==> config.mk <==
export PLATFORM = sky130hd
export DESIGN_NAME = axi_rd_arb
export DESIGN_NICKNAME = d
export VERILOG_FILES = /design/src/rtl/axi_rd_arb.sv
export SDC_FILE = /design/constraint.sdc
export NUM_CORES = 1
export LEC_CHECK = 0
export ABC_AREA = 1
export CAP_MARGIN = 5
export CORE_AREA = 2 2 259 261
export CTS_CLUSTER_DIAMETER = 60
export DETAILED_ROUTE_END_ITERATION = 10
export DIE_AREA = 0 0 261 263
export PLACE_DENSITY = 0.4
export SLEW_MARGIN = 10
export SYNTH_ARGS = -nofsm -noshare
export SYNTH_HDL_FRONTEND = slang
export SYNTH_SLANG_ARGS = --single-unit
==> constraint.sdc <==
create_clock -name clk_i -period 2.02 [get_ports clk_i]
set_clock_uncertainty 0.2 [all_clocks]
set_input_delay 0.606 -clock clk_i [delete_from_list [all_inputs] [get_ports clk_i]]
set_output_delay 0.606 -clock clk_i [all_outputs]
set_load 0.005 [all_outputs]
==> src/rtl/axi_rd_arb.sv <==
`timescale 1ns/1ps
`default_nettype none
// ============================================================================
// Module   : axi_rd_arb
// Purpose  : Two-master AXI read arbiter with address-window decode and
//            locally generated DECERR bursts for out-of-window reads.
// Revision : 1.0 - initial release
// ============================================================================
module axi_rd_arb #(
    parameter int          ADDR_WTH  = 32,
    parameter int          DATA_WTH  = 256,
    parameter int          ID_WIDTH  = 4,
    parameter logic [63:0] WIN0_BASE = 64'h8000_0000,
    parameter logic [63:0] WIN1_BASE = 64'h8020_0000,
    parameter logic [63:0] WIN_SIZE  = 64'h1_0000
) (
    input  logic                  clk_i,
    input  logic                  rst_i,

    input  logic [1:0]            m_arvalid,
    output logic [1:0]            m_arready,
    input  logic [2*ADDR_WTH-1:0] m_araddr,
    input  logic [15:0]           m_arlen,
    output logic [1:0]            m_rvalid,
    input  logic [1:0]            m_rready,
    output logic [DATA_WTH-1:0]   m_rdata,
    output logic                  m_rlast,
    output logic [1:0]            m_rresp,

    output logic                  s_arvalid,
    input  logic                  s_arready,
    output logic [ADDR_WTH-1:0]   s_araddr,
    output logic [7:0]            s_arlen,
    output logic [ID_WIDTH-1:0]   s_arid,
    output logic [2:0]            s_arsize,
    output logic [1:0]            s_arburst,
    input  logic                  s_rvalid,
    output logic                  s_rready,
    input  logic [DATA_WTH-1:0]   s_rdata,
    input  logic                  s_rlast,
    input  logic [1:0]            s_rresp,
    input  logic [ID_WIDTH-1:0]   s_rid
);

    typedef enum logic [1:0] {
        IDLE = 2'd0,
        ADDR = 2'd1,
        DATA = 2'd2,
        ERR  = 2'd3
    } state_t;

    state_t              state;
    logic                grant;
    logic                last_grant;
    logic [ADDR_WTH-1:0] addr;
    logic [7:0]          len;
    logic [7:0]          cnt;

    logic [1:0]          winner;
    logic                sel;
    logic                accept;
    logic [ADDR_WTH-1:0] sel_addr;
    logic [7:0]          sel_len;

    // 65-bit compare so BASE+SIZE cannot wrap for any parameterisation.
    function automatic logic in_window(input logic [ADDR_WTH-1:0] a);
        logic [64:0] a_ext;
        logic        hit0;
        logic        hit1;
        a_ext = 65'(a);
        hit0  = (a_ext >= 65'(WIN0_BASE)) && (a_ext < 65'(WIN0_BASE) + 65'(WIN_SIZE));
        hit1  = (a_ext >= 65'(WIN1_BASE)) && (a_ext < 65'(WIN1_BASE) + 65'(WIN_SIZE));
        return hit0 || hit1;
    endfunction

    always_comb begin
        winner = 2'b00;
        case (m_arvalid)
            2'b01:   winner = 2'b01;
            2'b10:   winner = 2'b10;
            2'b11:   winner = last_grant ? 2'b01 : 2'b10;
            default: winner = 2'b00;
        endcase
    end

    assign m_arready = (state == IDLE && !rst_i) ? winner : 2'b00;
    assign accept    = |m_arready;
    assign sel       = winner[1];
    assign sel_addr  = sel ? m_araddr[2*ADDR_WTH-1:ADDR_WTH] : m_araddr[ADDR_WTH-1:0];
    assign sel_len   = sel ? m_arlen[15:8] : m_arlen[7:0];

    assign s_arvalid = (state == ADDR);
    assign s_araddr  = addr;
    assign s_arlen   = len;
    assign s_arid    = ID_WIDTH'(grant);
    assign s_arsize  = 3'($clog2(DATA_WTH / 8));
    assign s_arburst = 2'b01;

    always_comb begin
        m_rvalid = 2'b00;
        s_rready = 1'b0;
        m_rdata  = '0;
        m_rlast  = 1'b0;
        m_rresp  = 2'b00;
        case (state)
            DATA: begin
                m_rvalid[grant] = s_rvalid;
                s_rready        = m_rready[grant];
                m_rdata         = s_rdata;
                m_rlast         = s_rlast;
                m_rresp         = (s_rid != s_arid) ? 2'b10 : s_rresp;
            end
            ERR: begin
                m_rvalid[grant] = 1'b1;
                m_rlast         = (cnt == len);
                m_rresp         = 2'b11;
            end
            default: ;
        endcase
    end

    always_ff @(posedge clk_i or posedge rst_i) begin
        if (rst_i) begin
            state      <= IDLE;
            grant      <= 1'b0;
            last_grant <= 1'b1;
            addr       <= '0;
            len        <= 8'd0;
            cnt        <= 8'd0;
        end else begin
            case (state)
                IDLE: begin
                    if (accept) begin
                        grant <= sel;
                        addr  <= sel_addr;
                        len   <= sel_len;
                        cnt   <= 8'd0;
                        state <= in_window(sel_addr) ? ADDR : ERR;
                    end
                end
                ADDR: begin
                    if (s_arready) begin
                        state <= DATA;
                    end
                end
                DATA: begin
                    if (s_rvalid && s_rready) begin
                        cnt <= cnt + 8'd1;
                        if (s_rlast) begin
                            last_grant <= grant;
                            state      <= IDLE;
                        end
                    end
                end
                ERR: begin
                    if (m_rready[grant]) begin
                        cnt <= cnt + 8'd1;
                        if (cnt == len) begin
                            last_grant <= grant;
                            state      <= IDLE;
                        end
                    end
                end
                default: state <= IDLE;
            endcase
        end
    end

endmodule
`default_nettype wire

## Word level (Yosys, flattened, before mapping)

Cells that the tools add are included.

| operators by class | value |
|---|---|
| add/sub/neg operators | 1 |
| magnitude comparators | 6 |
| eq/ne operators | 14 |
| mux-type cells | 32 |
| bitwise operators | 1 |
| reduce and logical (&&, ||, !) cells | 15 |

Operators with widths:

| cell | number |
|---|---|
| two-way mux 256 bit | 1 |
| greater-or-equal comparator 32 bit (second input constant) | 2 |
| < comparator 32 bit (second input constant) | 2 |
| two-way mux 32 bit | 1 |
| two-way mux 8 bit | 4 |
| one-hot mux 8 bit (3 select lines) | 1 |
| two-way mux 2 bit | 10 |
| != test 2 bit (second input constant) | 5 |
| adder 8 x 1 -> 8 bit (second input constant) | 1 |
| == test 2 bit (second input constant) | 4 |
| == test 8 bit | 1 |
| two-way mux 1 bit | 8 |
| one-hot mux 2 bit (2 select lines) | 2 |
| one-hot mux 2 bit (4 select lines) | 1 |
| one-hot mux 2 bit (3 select lines) | 1 |
| AND reduction 6 bit | 1 |
| logical AND 1 bit | 5 |
| AND reduction 5 bit | 1 |
| == test 2 x 1 -> 1 bit (second input constant) | 2 |
| != test 4 x 1 -> 1 bit | 1 |
| one-hot mux 1 bit (2 select lines) | 2 |
| AND reduction 4 bit | 1 |
| nonzero test 3 bit | 1 |
| bitwise AND 2 bit | 1 |
| 10 further kinds | 10 |

| storage, ports and cells | value |
|---|---|
| bits in registers | 52 |
| input bits | 351 |
| output and inout port bits | 314 |
| logic and storage cells | 75 |

## Longest topological paths before layout

| depth | value |
|---|---|
| depth in word-level cells | 9 |
| mapped depth | 12 |
| gate-level depth less buffers | 12 |

## Worst setup path before layout

OpenSTA, ideal clock, no wires.

| timing | value |
|---|---|
| kind | register to output |
| start | register state[0] |
| end | output port m_rdata[228] |
| arrival time | 1441 ps |
| data required time | 1214 ps |
| path slack | -227 ps |
| stages on the path, launching flop included | 8 |
| buffers on the path | 3 |
| path through | dfrtp_1 -> inv_1 -> ha_1 -> buf_2 -> clkbuf_1 -> buf_1 -> nand2_1 -> inv_1 |

| on the way | value |
|---|---|
| cells in the longest elaborated chain, start to end | 2 |

RTL lines:

| item | RTL line | source |
|---|---|---|
| start: declaration | 52 | `state_t state;` |
| start signal: assignment | 138 | `state <= in_window(sel_addr) ? ADDR : ERR;` |
| == test 2 bit | 105 | `case (state)` |
| two-way mux 256 bit | 105 |  |
| end: declaration | 26 | `output logic [DATA_WTH-1:0] m_rdata,` |

Every way passes these cells.

## Worst setup path in the final report

| timing | value |
|---|---|
| start | register state[1] |
| end | output port m_rdata[230] |

The elaborated chain is that of the path after synthesis.

==> results by group <==
STA
  • Fin Hold WS: 0.2380 ns
  • Min Tclk post-route: 2.706 ns
  • Final setup margin: -0.6855 ns
  • Max Freq: 0.3696 GHz
  • Final setup fails: 317
  • TNS Setup: -156.68 ns
  • Fin crit share: 133.9%
  • Final hold vios: 0
  • Max-slew violation count: 0
  • RSZ-0062 raised after global routing: true

Route
  • Routed vias: 9187
  • Post-route ant nets: 0
  • Drt pass-1 iters: 4
  • Post-route DRC: 0
  • Iter 0 DRT Violations: 301
  • Post-Route WL: 52.04 mm
  • WL/cell: 19.30 um
  • DR vias/cell: 3.408

Setup path
  • CP Capture Type: output pin
  • FF-to-FF Start: state[1]
  • CP arrival: 1.90 ns
  • Startpoint types: register
  • Critical path type: reg2out
  • Worst R2R End: cnt[4]
  • Crit Path Max Fanout: 5
  • R2r worst-path depth: 14
  • Required @ worst endpoint: 1.21 ns
  • R2R setup slack: -0.47 ns
  • Crit. Startpoint: state[1]

CTS
  • Reg clk slew, reported paths: 0.08 ns
  • Inserted Clock Buffers: 5
  • Clock Tree Buf Depth: 2
  • CTS tree: built
  • CTS Hold Bufs: 0
  • Worst-skew pair later-pin latency: 0.32 ns
  • Htree depth: 2
  • CTS root buf: clkbuf_16
  • Sink Count: 52

Placement
  • DP Wirelength: 42.31 mm
  • # port buffers: 656
  • RD Place Congestion: 0.9133
  • Placed cells: 2509

Logic synthesis
  • Yosys cell types: 34
  • Yosys warnings: 0
  • Syn avg cell area: 5.377 um2
  • Post-synthesis mux area share: 0.2207%
  • Post-Synth Simple-Gate Area: 37.81%
  • Syn Inst Count: 949
  • Post-synthesis register bit count: 52
  • Adder-Cell Fraction of Synth Area: 1.226%
  • Sequential share of the synthesized area: 25.53%
  • Compound-Gate Fraction of Synth Area: 7.111%
  • Largest family of logic cells by synthesized area: simple AND/OR/NAND/NOR gates
  • Synthesized area: 0.005102 mm2
  • Post-Synth XOR/XNOR Area: 1.373%

Power
  • Peak VDD IR: 0.0005837 V
  • Pwr Density: 1305 mW/mm2
  • Leakage power: 9.894 nW

Global routing
  • Gr ovfl total: 0
  • GRT Total Usage: 13.73%
  • Antenna violations before repair: 25
  • Vias in the first global route: 9005
  • Global-route wire length before repair: 67.05 mm
  • Pin count of the biggest net entering global routing: 37

Floorplan
  • Die Wd: 261 um
  • Die H: 263 um
  • I/O pin count: 665
  • Row Count: 94
  • Initial Util: 7.775%
  • Die area: 0.06864 mm2
  • Core Area: 0.06563 mm2

Flow run
  • Maxcap violations: 0

Run status
  • Failing checks: setup timing
  • Status: finished, violations left

Finish
  • Most frequent cells in the layout: 344 x clkdlybuf4s50_1, 245 x buf_6, 186 x inv_2, 148 x nand2_4, 132 x nand2_1
  • Multi-input logic area: 0.003990 mm2
  • Final nets: 2177
  • Area grow syn2layout: 246.2%
  • Reg area: 0.001303 mm2
  • Fin cells: 2696
  • Commonest non-fill, non-tap cell in the layout: clkdlybuf4s50_1
  • # fillers: 7167
  • Share of cells above drive strength 1: 53.51%

Hold path
  • Hold Crit Class: in2async
==> worst max-delay path, cell delays in order (launching register included) <==
cell and delay [ns]:
dfrtp_1 0.42, ha_4 0.21, buf_12 0.14, buf_8 0.12, buf_8 0.13, buf_8 0.13, buf_12 0.13, buf_6 0.11
nand2_2 0.04, inv_1 0.04, buf_2 0.12
==> flip-flops by register name (all words and copies together), names as in the netlist <==
name,flops
last_grant,1
state,2
s_araddr,32
grant,1
cnt,8
s_arlen,8
==> how the worst max path moves through the flow <==
| stage | endpoint | slack [ns] |
|---|---|---|
| 4_1_cts | m_rdata[46] | -0.86 |
| 6_report | m_rdata[230] | -0.69 |
| 3_3_place_gp | m_arready[0] | -0.92 |
| 3_5_place_dp | m_arready[0] | -0.93 |
| 5_1_grt | m_rdata[230] | -0.76 |
| 2_1_floorplan | m_rdata[228] | -0.008 |
==> per-layer routing <==
metal | track usage, % | wire length [um] | vias up
met5 | 0 | 43 | -
met4 | 4.054 | 1029 | 6
met3 | 5.402 | 5486 | 52
met2 | 23.58 | 25730 | 399
met1 | 15.56 | 19750 | 4285
li1 | - | - | 4445
==> synth_stat cells (all sizes together) <==
library cell	n	area, um2
a21oi	5	25.02
a31oi	36	225.2
buf	24	162.6
clkbuf	32	120.1
conb	2	7.510
dfrtp	51	1276
dfstp	1	26.28
ha	5	62.56
inv	286	1074
mux2	1	11.26
nand2	359	1381
nand3	45	245.2
nand4	5	31.28
nor2	64	250.2
nor3	3	15.01
nor4	1	6.260
o21ai	19	98.84
o22ai	1	6.260
o31ai	1	7.510
xnor2	5	43.79
xor2	3	26.28
==> cell families (layout without fill, tap and decap cells) <==
logic type | after synthesis | after routing
xor gates and xnor gates | 8 | 8
DFF | 52 | 52
and+or+nand+nor | 477 | 477
muxes | 1 | 1
buffers and inverters | 342 | 1209
adders and majority gates | 5 | 5
AOI/OAI and AO/OA | 62 | 62
other | 2 | 18
==> per-stage QoR <==
| step | instance area, um2 | total power [mW] | setup slack, ns | util [%] |
|---|---|---|---|---|
| finish | 17660 | 23.06 | -0.6855 | 26.91 |
| global route | 17660 | 24.67 | -0.7635 | 26.90 |
| detailed placement | 13400 | 13.88 | -0.9276 | 20.41 |
| global placement | 13400 | 13.83 | -0.9239 | 20.41 |
| CTS | 14810 | 18.01 | -0.8642 | 22.57 |
| floorplan | 5226 | 5.921 | -0.008276 | - |
==> where the power goes <==
| part | switching, mW | leakage (nW) | internal [mW] |
|---|---|---|---|
| combinational | 8.59 | 9.21 | 11.6 |
| clock | 0.485 | 0.0768 | 0.480 |
| sequential | 0.370 | 0.607 | 1.54 |
==> layout make-up <==
cell class | instances | area share [%]
diodes | 10 | 0.1417
clock buffers | 5 | 0.7084
clock inverters | 3 | 0.1629
inverters | 286 | 6.326
multi-input cells | 561 | 22.59
flip-flops and latches | 52 | 7.374
well taps | 864 | 6.120
repair buffers | 915 | 56.58
==> what timing repair did <==
item,CTS,global route
setup endpoints to repair,342,356
gates cloned,18,16
resized for setup,893,1030
buffers inserted,61,88
pin swaps,20,18
(Power assumes the default switching activity.)
